`src/rtl/uut_exec_pkg.sv`:
```
// Shared types and default parameters for the UUT execution controller.
package uut_exec_pkg;

    localparam int unsigned DEF_MAX_LOG2 = 7;
    localparam int unsigned DEF_SEL_W    = 3;
    localparam int unsigned DEF_CNT_W    = 32;
    localparam int unsigned DEF_RST_CYC  = 4;
    localparam int unsigned DEF_TIMEOUT  = 0;

    typedef enum logic [1:0] {
        ST_IDLE      = 2'd0,
        ST_RESET_UUT = 2'd1,
        ST_RUN       = 2'd2,
        ST_DONE      = 2'd3
    } exec_state_e;

    // States in which the UUT receives clock-enable pulses.
    function automatic logic is_active(input exec_state_e s);
        return (s == ST_RESET_UUT) || (s == ST_RUN);
    endfunction

endpackage

```
`src/rtl/uut_exec_ctrl_if.sv`:
```
// Control/status bundle between a run requester and the UUT execution controller.
interface uut_exec_ctrl_if
    import uut_exec_pkg::*;
#(
    parameter int unsigned SEL_W = DEF_SEL_W,
    parameter int unsigned CNT_W = DEF_CNT_W
);
    logic             start;
    logic [SEL_W-1:0] div_sel;
    logic             end_uut;
    logic             clk_en_uut;
    logic             rst_uut;
    logic             busy;
    logic             done;
    logic             timeout;
    logic [CNT_W-1:0] cycles;

    modport master (
        output start, div_sel, end_uut,
        input  clk_en_uut, rst_uut, busy, done, timeout, cycles
    );

    modport slave (
        input  start, div_sel, end_uut,
        output clk_en_uut, rst_uut, busy, done, timeout, cycles
    );
endinterface

```
`src/rtl/uut_tick_gen.sv`:
```
// Free-running divider; tick is high when the low 'exponent' counter bits are all ones.
module uut_tick_gen
    import uut_exec_pkg::*;
#(
    parameter int unsigned MAX_LOG2 = DEF_MAX_LOG2,
    parameter int unsigned SEL_W    = DEF_SEL_W
) (
    input  logic             clk,
    input  logic             rst,
    input  logic             clear,
    input  logic [SEL_W-1:0] exponent,
    output logic             tick
);

    logic [MAX_LOG2-1:0] cnt_q;
    logic [MAX_LOG2-1:0] mask_c;

    // Thermometer mask of the counter bits that take part in the tick decode.
    always_comb begin
        mask_c = '0;
        for (int unsigned i = 0; i < MAX_LOG2; i++) begin
            mask_c[i] = (i < 32'(exponent));
        end
    end

    always_ff @(posedge clk or negedge rst) begin
        if (!rst) begin
            cnt_q <= '0;
        end else if (clear) begin
            cnt_q <= '0;
        end else begin
            cnt_q <= cnt_q + MAX_LOG2'(1);
        end
    end

    assign tick = &(cnt_q | ~mask_c);

endmodule

```
`src/rtl/uut_exec_ctrl.sv`:
```
// Runs a UUT: holds it in reset for RST_CYC ticks, counts run ticks until end_uut or the tick limit.
module uut_exec_ctrl
    import uut_exec_pkg::*;
#(
    parameter int unsigned MAX_LOG2 = DEF_MAX_LOG2,
    parameter int unsigned SEL_W    = DEF_SEL_W,
    parameter int unsigned CNT_W    = DEF_CNT_W,
    parameter int unsigned RST_CYC  = DEF_RST_CYC,
    parameter int unsigned TIMEOUT  = DEF_TIMEOUT
) (
    input  logic            clk,
    input  logic            rst,
    uut_exec_ctrl_if.slave  bus
);

    localparam int unsigned      RC_W      = (RST_CYC > 1) ? $clog2(RST_CYC) : 1;
    localparam logic [RC_W-1:0]  RC_LAST   = RC_W'(RST_CYC - 1);
    localparam logic [SEL_W-1:0] SEL_MAX   = SEL_W'(MAX_LOG2);
    localparam logic [CNT_W-1:0] CNT_LIMIT = CNT_W'(TIMEOUT);
    localparam logic             LIMIT_EN  = (TIMEOUT != 0);

    logic [1:0]       sync_q;
    logic             rst_s;
    exec_state_e      state_q, state_d;
    logic [SEL_W-1:0] exp_q, exp_d;
    logic [RC_W-1:0]  rc_q, rc_d;
    logic [CNT_W-1:0] cycles_q, cycles_d, cycles_inc_c;
    logic             busy_q, busy_d;
    logic             done_q, done_d;
    logic             timeout_q, timeout_d;
    logic             rst_uut_q, rst_uut_d;
    logic             clk_en_q, clk_en_d;
    logic             start_ok_c;
    logic             tick_c;

    // Asynchronous assertion, release retimed through two flops.
    always_ff @(posedge clk or negedge rst) begin
        if (!rst) begin
            sync_q <= 2'b00;
        end else begin
            sync_q <= {sync_q[0], 1'b1};
        end
    end

    assign rst_s = sync_q[1];

    assign start_ok_c = bus.start && ((state_q == ST_IDLE) || (state_q == ST_DONE));

    uut_tick_gen #(
        .MAX_LOG2 (MAX_LOG2),
        .SEL_W    (SEL_W)
    ) u_tick_gen (
        .clk      (clk),
        .rst      (rst_s),
        .clear    (start_ok_c),
        .exponent (exp_q),
        .tick     (tick_c)
    );

    assign cycles_inc_c = (&cycles_q) ? cycles_q : cycles_q + CNT_W'(1);

    // Next-state and next-output decode; the FSM acts on the registered clock-enable,
    // i.e. on the cycle in which the UUT actually advances.
    always_comb begin
        state_d   = state_q;
        exp_d     = exp_q;
        rc_d      = rc_q;
        cycles_d  = cycles_q;
        busy_d    = busy_q;
        done_d    = 1'b0;
        timeout_d = timeout_q;
        rst_uut_d = rst_uut_q;

        case (state_q)
            ST_IDLE, ST_DONE: begin
                if (bus.start) begin
                    state_d   = ST_RESET_UUT;
                    exp_d     = (bus.div_sel > SEL_MAX) ? SEL_MAX : bus.div_sel;
                    rc_d      = '0;
                    cycles_d  = '0;
                    busy_d    = 1'b1;
                    timeout_d = 1'b0;
                    rst_uut_d = 1'b1;
                end
            end
            ST_RESET_UUT: begin
                if (clk_en_q) begin
                    if (rc_q == RC_LAST) begin
                        state_d   = ST_RUN;
                        rst_uut_d = 1'b0;
                    end else begin
                        rc_d = rc_q + RC_W'(1);
                    end
                end
            end
            ST_RUN: begin
                if (clk_en_q) begin
                    cycles_d = cycles_inc_c;
                    if (bus.end_uut) begin
                        state_d = ST_DONE;
                        busy_d  = 1'b0;
                        done_d  = 1'b1;
                    end else if (LIMIT_EN && (cycles_inc_c == CNT_LIMIT)) begin
                        state_d   = ST_DONE;
                        busy_d    = 1'b0;
                        done_d    = 1'b1;
                        timeout_d = 1'b1;
                    end
                end
            end
            default: begin
                state_d = ST_IDLE;
            end
        endcase

        clk_en_d = tick_c && is_active(state_q) && is_active(state_d);
    end

    always_ff @(posedge clk or negedge rst_s) begin
        if (!rst_s) begin
            state_q   <= ST_IDLE;
            exp_q     <= '0;
            rc_q      <= '0;
            cycles_q  <= '0;
            busy_q    <= 1'b0;
            done_q    <= 1'b0;
            timeout_q <= 1'b0;
            rst_uut_q <= 1'b1;
            clk_en_q  <= 1'b0;
        end else begin
            state_q   <= state_d;
            exp_q     <= exp_d;
            rc_q      <= rc_d;
            cycles_q  <= cycles_d;
            busy_q    <= busy_d;
            done_q    <= done_d;
            timeout_q <= timeout_d;
            rst_uut_q <= rst_uut_d;
            clk_en_q  <= clk_en_d;
        end
    end

    assign bus.clk_en_uut = clk_en_q;
    assign bus.rst_uut    = rst_uut_q;
    assign bus.busy       = busy_q;
    assign bus.done       = done_q;
    assign bus.timeout    = timeout_q;
    assign bus.cycles     = cycles_q;

endmodule

```
`src/flat_wrapper.sv`:
```
// flat-port wrapper written by rule: the top's interface ports become plain ports
module uut_exec_ctrl_flat import uut_exec_pkg::*;
#(
    parameter int unsigned MAX_LOG2 = DEF_MAX_LOG2,
    parameter int unsigned SEL_W    = DEF_SEL_W,
    parameter int unsigned CNT_W    = DEF_CNT_W,
    parameter int unsigned RST_CYC  = DEF_RST_CYC,
    parameter int unsigned TIMEOUT  = DEF_TIMEOUT
)
  (clk, rst, bus_start, bus_div_sel, bus_end_uut, bus_clk_en_uut, bus_rst_uut, bus_busy, bus_done, bus_timeout, bus_cycles);
  uut_exec_ctrl_if #(.SEL_W(SEL_W), .CNT_W(CNT_W)) bus_i ();
  input  logic clk;
  input  logic rst;
  input wire logic [$bits(bus_i.start)-1:0] bus_start;
  input wire logic [$bits(bus_i.div_sel)-1:0] bus_div_sel;
  input wire logic [$bits(bus_i.end_uut)-1:0] bus_end_uut;
  output wire logic [$bits(bus_i.clk_en_uut)-1:0] bus_clk_en_uut;
  output wire logic [$bits(bus_i.rst_uut)-1:0] bus_rst_uut;
  output wire logic [$bits(bus_i.busy)-1:0] bus_busy;
  output wire logic [$bits(bus_i.done)-1:0] bus_done;
  output wire logic [$bits(bus_i.timeout)-1:0] bus_timeout;
  output wire logic [$bits(bus_i.cycles)-1:0] bus_cycles;
  assign bus_i.start = bus_start;
  assign bus_i.div_sel = bus_div_sel;
  assign bus_i.end_uut = bus_end_uut;
  assign bus_clk_en_uut = bus_i.clk_en_uut;
  assign bus_rst_uut = bus_i.rst_uut;
  assign bus_busy = bus_i.busy;
  assign bus_done = bus_i.done;
  assign bus_timeout = bus_i.timeout;
  assign bus_cycles = bus_i.cycles;
  uut_exec_ctrl #(.MAX_LOG2(MAX_LOG2), .SEL_W(SEL_W), .CNT_W(CNT_W), .RST_CYC(RST_CYC), .TIMEOUT(TIMEOUT)) u_core (.clk(clk), .rst(rst), .bus(bus_i));
endmodule
```
`config.mk`:
```
export PLATFORM = sky130hd
export DESIGN_NAME = uut_exec_ctrl_flat
export DESIGN_NICKNAME = d
export VERILOG_FILES = /design/src/rtl/uut_exec_pkg.sv /design/src/rtl/uut_exec_ctrl_if.sv /design/src/rtl/uut_tick_gen.sv /design/src/rtl/uut_exec_ctrl.sv /design/src/flat_wrapper.sv
export SDC_FILE = /design/constraint.sdc
export NUM_CORES = 1
export LEC_CHECK = 0
export CAP_MARGIN = 20
export CORE_ASPECT_RATIO = 0.75
export CORE_MARGIN = 1.5
export CORE_UTILIZATION = 45
export CTS_CLUSTER_SIZE = 20
export DETAILED_ROUTE_END_ITERATION = 10
export GPL_ROUTABILITY_DRIVEN = 0
export PLACE_DENSITY_LB_ADDON = 0.12
export SYNTH_ARGS = -nofsm -noshare
export SYNTH_HDL_FRONTEND = slang
export SYNTH_HIERARCHICAL = 1
export SYNTH_SLANG_ARGS = --single-unit
```
`constraint.sdc`:
```
create_clock -name clk -period 2.3 [get_ports clk]
set_clock_uncertainty 0.2 [all_clocks]
set_input_delay 0.46 -clock clk [delete_from_list [all_inputs] [get_ports clk]]
set_output_delay 0.46 -clock clk [all_outputs]
set_load 0.005 [all_outputs]
```
* After elaboration in Yosys (flattened, before gate mapping)
Index checks and enable logic that the tools add are counted.
W data, S select, Z words.
** Operators by class
- Bitwise operators :: 2
- $lt $le $gt $ge :: 8
- Eq/ne operators :: 13
- $add $sub $neg :: 3
- Mux-type cells :: 26
- Reduce and logical (&&, ||, !) cells :: 17
** Operator list (count)
- $mux W32 :: 3
- $pmux W32 S2 :: 1
- $add A32 B1 Y32 const B :: 1
- $reduce_and A32 Y1 :: 1
- $mux W2 :: 8
- $reduce_and A4 Y1 :: 4
- $lt A3 B3 Y1 const A :: 3
- $eq A2 B2 Y1 const B :: 4
- $mux W1 :: 8
- $ne A2 B2 Y1 const B :: 4
- $add A7 B1 Y7 const B :: 1
- $mux W7 :: 1
- $not A7 Y7 :: 1
- $or A7 B7 Y7 :: 1
- $reduce_and A7 Y1 :: 1
- $lt A1 B3 Y1 const A :: 2
- $lt A2 B3 Y1 const A :: 2
- $ne A2 B1 Y1 const B :: 3
- $pmux W2 S3 :: 1
- $eq A2 B1 Y1 const B :: 2
- $pmux W1 S2 :: 2
- $pmux W2 S2 :: 1
- $reduce_bool A2 Y1 :: 2
- $gt A3 B3 Y1 const B :: 1
- other kinds (7) :: 11
** Word-level totals
- Flip-flop bits (word level) :: 52
- Word-level logic and storage cells :: 79

* Logic depth before layout (Yosys ltp)
- Depth in word-level cells :: 7
- Mapped depth :: 11
- Gate-level depth less buffers :: 7

* By module
The synthesis kept the hierarchy.
** Modules (own cells, without submodules)
- uut_exec_ctrl :: area each 2567.5 µm², times used 1, seq. area each 1127.3 µm², cells each 292
- uut_tick_gen :: area each 356.6 µm², times used 1, seq. area each 175.2 µm², cells each 39

* Least setup slack after synthesis
Ideal clock, no wire load.
- Kind :: reg-to-reg
- From :: register u_core.state_q[0]
- To :: register u_core.cycles_q[19] (netlist: u_core/bus.cycles[19])
- Period minus slack after synthesis :: 2.479 ns
- Cell stages (with the launch flop) :: 11
- Required time :: 2.031 ns
- Path slack :: -0.179 ns
- Arrival time :: 2.210 ns
- Setup time :: 0.069 ns
- Buffers on the path :: 3
- Cells stage by stage :: dfrtp_1 inv_1 ha_1 buf_6 nor2b_4 a211o_1 buf_6 a31o_4 buf_6 or4_1 nand3_1
** Between the ends
- Longest elaborated chain between the ends :: 4
- Elaborated cells between the ends (all ways) :: 10
- Those cells by class :: 5 x eq/ne; 1 x mux; 4 x reduce/logical
** RTL lines
- start, declared :: line uut_exec_ctrl.sv:24 : exec_state_e state_q, state_d;
- start signal, assigned :: line uut_exec_ctrl.sv:131 : state_q <= state_d;
- $eq A2 B2 Y1 or $logic_not A2 Y1 (tied branches) :: line uut_exec_ctrl.sv:74 : case (state_q)
- $reduce_or A2 Y1 :: line uut_exec_ctrl.sv:74
- $ne A2 B2 Y1 (no source line) or $reduce_bool A2 Y1 (tied branches)
- $reduce_and A4 Y1 (no source line)
- end signal, assigned :: line uut_exec_ctrl.sv:134 : cycles_q <= cycles_d;
- end, declared :: line uut_exec_ctrl.sv:27 : logic [CNT_W-1:0] cycles_q, cycles_d, cycles_inc_c;
Parallel ways exist; a longest one is shown, timed or not.
A chain may end at the register's enable or synchronous reset.

* Worst setup path in the final report
- From :: register u_core.state_q[0]
- To :: register u_core.cycles_q[14] (netlist: u_core/bus.cycles[14])
The elaborated chain is that of the path after synthesis.

==> metrics.md <==
| Metric | Value |
|---|---|
| Critical Path Source Type | `flip-flop` |
| CP required | `2.34 ns` |
| Synth top cells by count | `nand2_1 (57), dfrtp_1 (51), nand3_1 (37)` |
| Crit path largest cell delay | `0.48 ns` |
| Post-route ant nets | `0` |
| Worst Path Max Fanout | `6` |
| Net Sw Frac | `35.6%` |
| Yosys warning total | `6` |
| Pins Over Slew Limit | `0` |
| Net Switching | `916 uW` |
| CTS Root Cell | `clkbuf_8` |
| Worst r2r path cells | `7` |
| Initial antenna violation count | `0` |
| Die height | `72.8 um` |
| Synthesized area | `0.00292 mm2` |
| Power, Total | `2.57 mW` |
| DRC Markers | `0` |
| Vias in the first global route | `2608` |
| Place WS | `-0.152 ns` |
| Largest net degree at the start of global routing | `22` |
| Synthesized Nets | `343` |
| Die area | `0.00700 mm2` |
| Starting Density | `46.5%` |
| CTS max path bufs | `2` |
| Crit path buf inv count | `1` |
| I/O pins | `44` |
| CP delay by family, top | `simple AND/OR/NAND/NOR gates` |
| Routed vias | `2832` |
| Worst VDD drop | `0.386 mV` |
| RSZ-0062 raised after global routing | `yes` |
| Final setup vio count | `0` |
| Critical Path AT | `2.27 ns` |
| Worst Hold Class | `flip-flop to async pin` |
| #FFs+latches synth | `52` |
| Outcome | `finished, final reports clean` |
| Wire length per cell | `14.9 um` |
| Netlist cell types | `52` |
| Max-Cap Viols | `0` |
| CTS tree | `built` |
| Area contributors post-synth | `dfrtp_1 (44%), nand2_1 (7.3%), nand3_1 (6.3%), o21ai_0 (4.3%), mux2i_1 (3.4%)` |
| Final worst slack | `0.0710 ns` |
| Final period utilization | `96.9%` |
| Asr flop ratio synth | `100%` |
| Total core area | `0.00629 mm2` |
| Total congestion overflow | `0` |
| Hold Vio Cnt, Final | `0` |
| Crit-path cells | `inv_2 > ha_4 > nor2b_4 > a211o_4 > a31o_4 > or4_1 > nand3_1` |
| Yosys top cell by area | `dfrtp_1` |
| Post-synth EDFFs | `0` |
| Mapped Cells | `331` |
| Slowest cell on the critical path | `or4_1` |
| First-pass GRT wire length | `12.3 mm` |
| Drt pass-1 iters | `5` |
| Fmax achieved | `449 MHz` |
| P_leak | `1.80 nW` |
| Sequential power share | `43.2%` |
| Clock network power share | `19.7%` |
| Crit. End Element | `flip-flop` |
| Final wirelength | `7.54 mm` |
| Worst-Skew Late Latency | `0.30 ns` |
| Area Growth Syn to Fin | `36.9%` |
| Final Non-Filler Cells | `506` |
| Clock Sinks | `52` |
| Tmin final | `2.23 ns` |
| TritonCTS Buffers | `5` |
| Die Span X | `96.1 um` |
| Dpl hpwl | `5.21 mm` |
| Count leader, synth | `nand2_1` |
| Violation count after the first detailed-route iteration | `148` |
| DR vias/cell | `5.60` |
| Nets | `436` |
| Worst-path clk slew | `0.09 ns` |
| Share of layout cells above drive strength 1 | `20.5%` |
| Total global-route track usage | `22.7%` |
| I/O Buffers | `42` |
| Power per cell area | `643 mW/mm2` |
| Synth top area share | `43.6%` |
| ANT cells | `0` |
| Ys flop type | `dfrtp_1` |
| Synth Area per Inst | `8.83 um2` |
| Crit Path Class | `flip-flop to flip-flop` |
| Comb pwr share | `37.0%` |
| Cell internal pwr | `1.66 mW` |
| H-tree levels | `2` |
| Placed cells | `490` |
| Num rows | `25` |
| Critical Path Stages | `7` |
| Post-synthesis sequential area ratio | `44.5%` |
[area by class of cell]
| type | count | area (um2) |
|---|---|---|
| clock inverters | 1 | 5.00 |
| multi-input cells | 255 | 1620 |
| flip-flops and latches | 52 | 1300 |
| inverters | 12 | 45.0 |
| well taps | 81 | 101 |
| repair buffers | 98 | 847 |
| fillers | 554 | 2280 |
| clock buffers | 7 | 76.3 |
[timing repair]
item	4_1_cts	5_1_grt
gates cloned	1	1
hold endpoints to repair	10	0
hold buffers	1	0
gates resized for setup	3	18
setup endpoints to repair	6	15
pin swaps	1	5
setup buffers	1	4
[path summary, 6_finish.rpt]
path	startpoint	endpoint	slack, ns
max	u_core/state_q[0]	u_core/bus.cycles[14]	0.07
min reg2reg	u_core/sync_q[1]	u_core/state_q[1]	0.07
min in group clk	u_core/sync_q[0]	u_core/sync_q[1]	0.16
max reg2reg	u_core/state_q[0]	u_core/bus.cycles[14]	0.07
max in group asynchronous	u_core/sync_q[1]	u_core/bus.cycles[12]	0.96
min	u_core/sync_q[1]	u_core/state_q[1]	0.07
[kinds of logic after synthesis]
| kind of cell | share of synthesized area [%] |
|---|---|
| adders and majority gates | 2.14 |
| and+or+nand+nor | 29.5 |
| other | 0.257 |
| buffers and inverters | 4.36 |
| muxes | 4.58 |
| xor gates and xnor gates | 1.50 |
| DFF | 44.5 |
| AOI/OAI and AO/OA | 13.1 |
[power by group through the flow]
stage | Clock, mW | Combinational (mW) | Sequential [mW]
floorplan | 0 | 0.580 | 1.12
global placement | 0 | 0.779 | 1.13
detailed placement | 0 | 0.801 | 1.13
CTS | 0.530 | 0.850 | 1.11
global route | 0.563 | 1.05 | 1.13
finish | 0.508 | 0.953 | 1.11
[per-stage QoR]
step           area, um2  hold slack [ns]  setup TNS [ns]  util (%)
2_1_floorplan       2930          -0.0356          -0.187         -
3_3_place_gp        3740          -0.0491           -1.11      59.5
3_5_place_dp        3740          -0.0460           -1.55      59.5
4_1_cts             3860           0.0810               0      61.4
5_1_grt             4000            0.100         -0.0215      63.7
6_report            4000           0.0652               0      63.7
[sequential cells by signal (all words and copies together) (netlist names)]
name / cells
u_core/bus.busy: 1
u_core/sync_q: 2
u_core/state_q: 2
u_core/u_tick_gen/cnt_q: 7
u_core/bus.clk_en_uut: 1
u_core/bus.rst_uut: 1
u_core/bus.cycles: 32
u_core/exp_q: 3
u_core/rc_q: 2
u_core/bus.done: 1
[metal layers]
layer / GRT usage [%] / share of wire, % / vias to the layer above
met5: 0 / 0 / -
met3: 4.48 / 6.2 / 4
li1: - / - / 1387
met1: 35.6 / 50 / 1350
met2: 31.6 / 43 / 91
met4: 5.56 / 0.73 / 0
[cell usage in the layout (no fill, tap or decap), types with 3 or more instances in the layout]
master,instances
a31o_4,3
nand3_2,4
nand3_1,34
nor3_1,4
clkdlybuf4s50_1,42
nand2_1,57
o211ai_1,3
mux2i_1,10
o21ai_0,25
nor2_1,26
mux2_2,3
or4_1,10
and3_1,4
nor2b_1,3
ha_1,4
a22o_1,3
buf_4,54
nor4_1,3
dfrtp_1,50
nand4_1,8
clkbuf_8,5
or3_1,3
xor2_1,3
a21oi_1,7
inv_1,11
No activity file was read; power rests on OpenSTA's default activity.
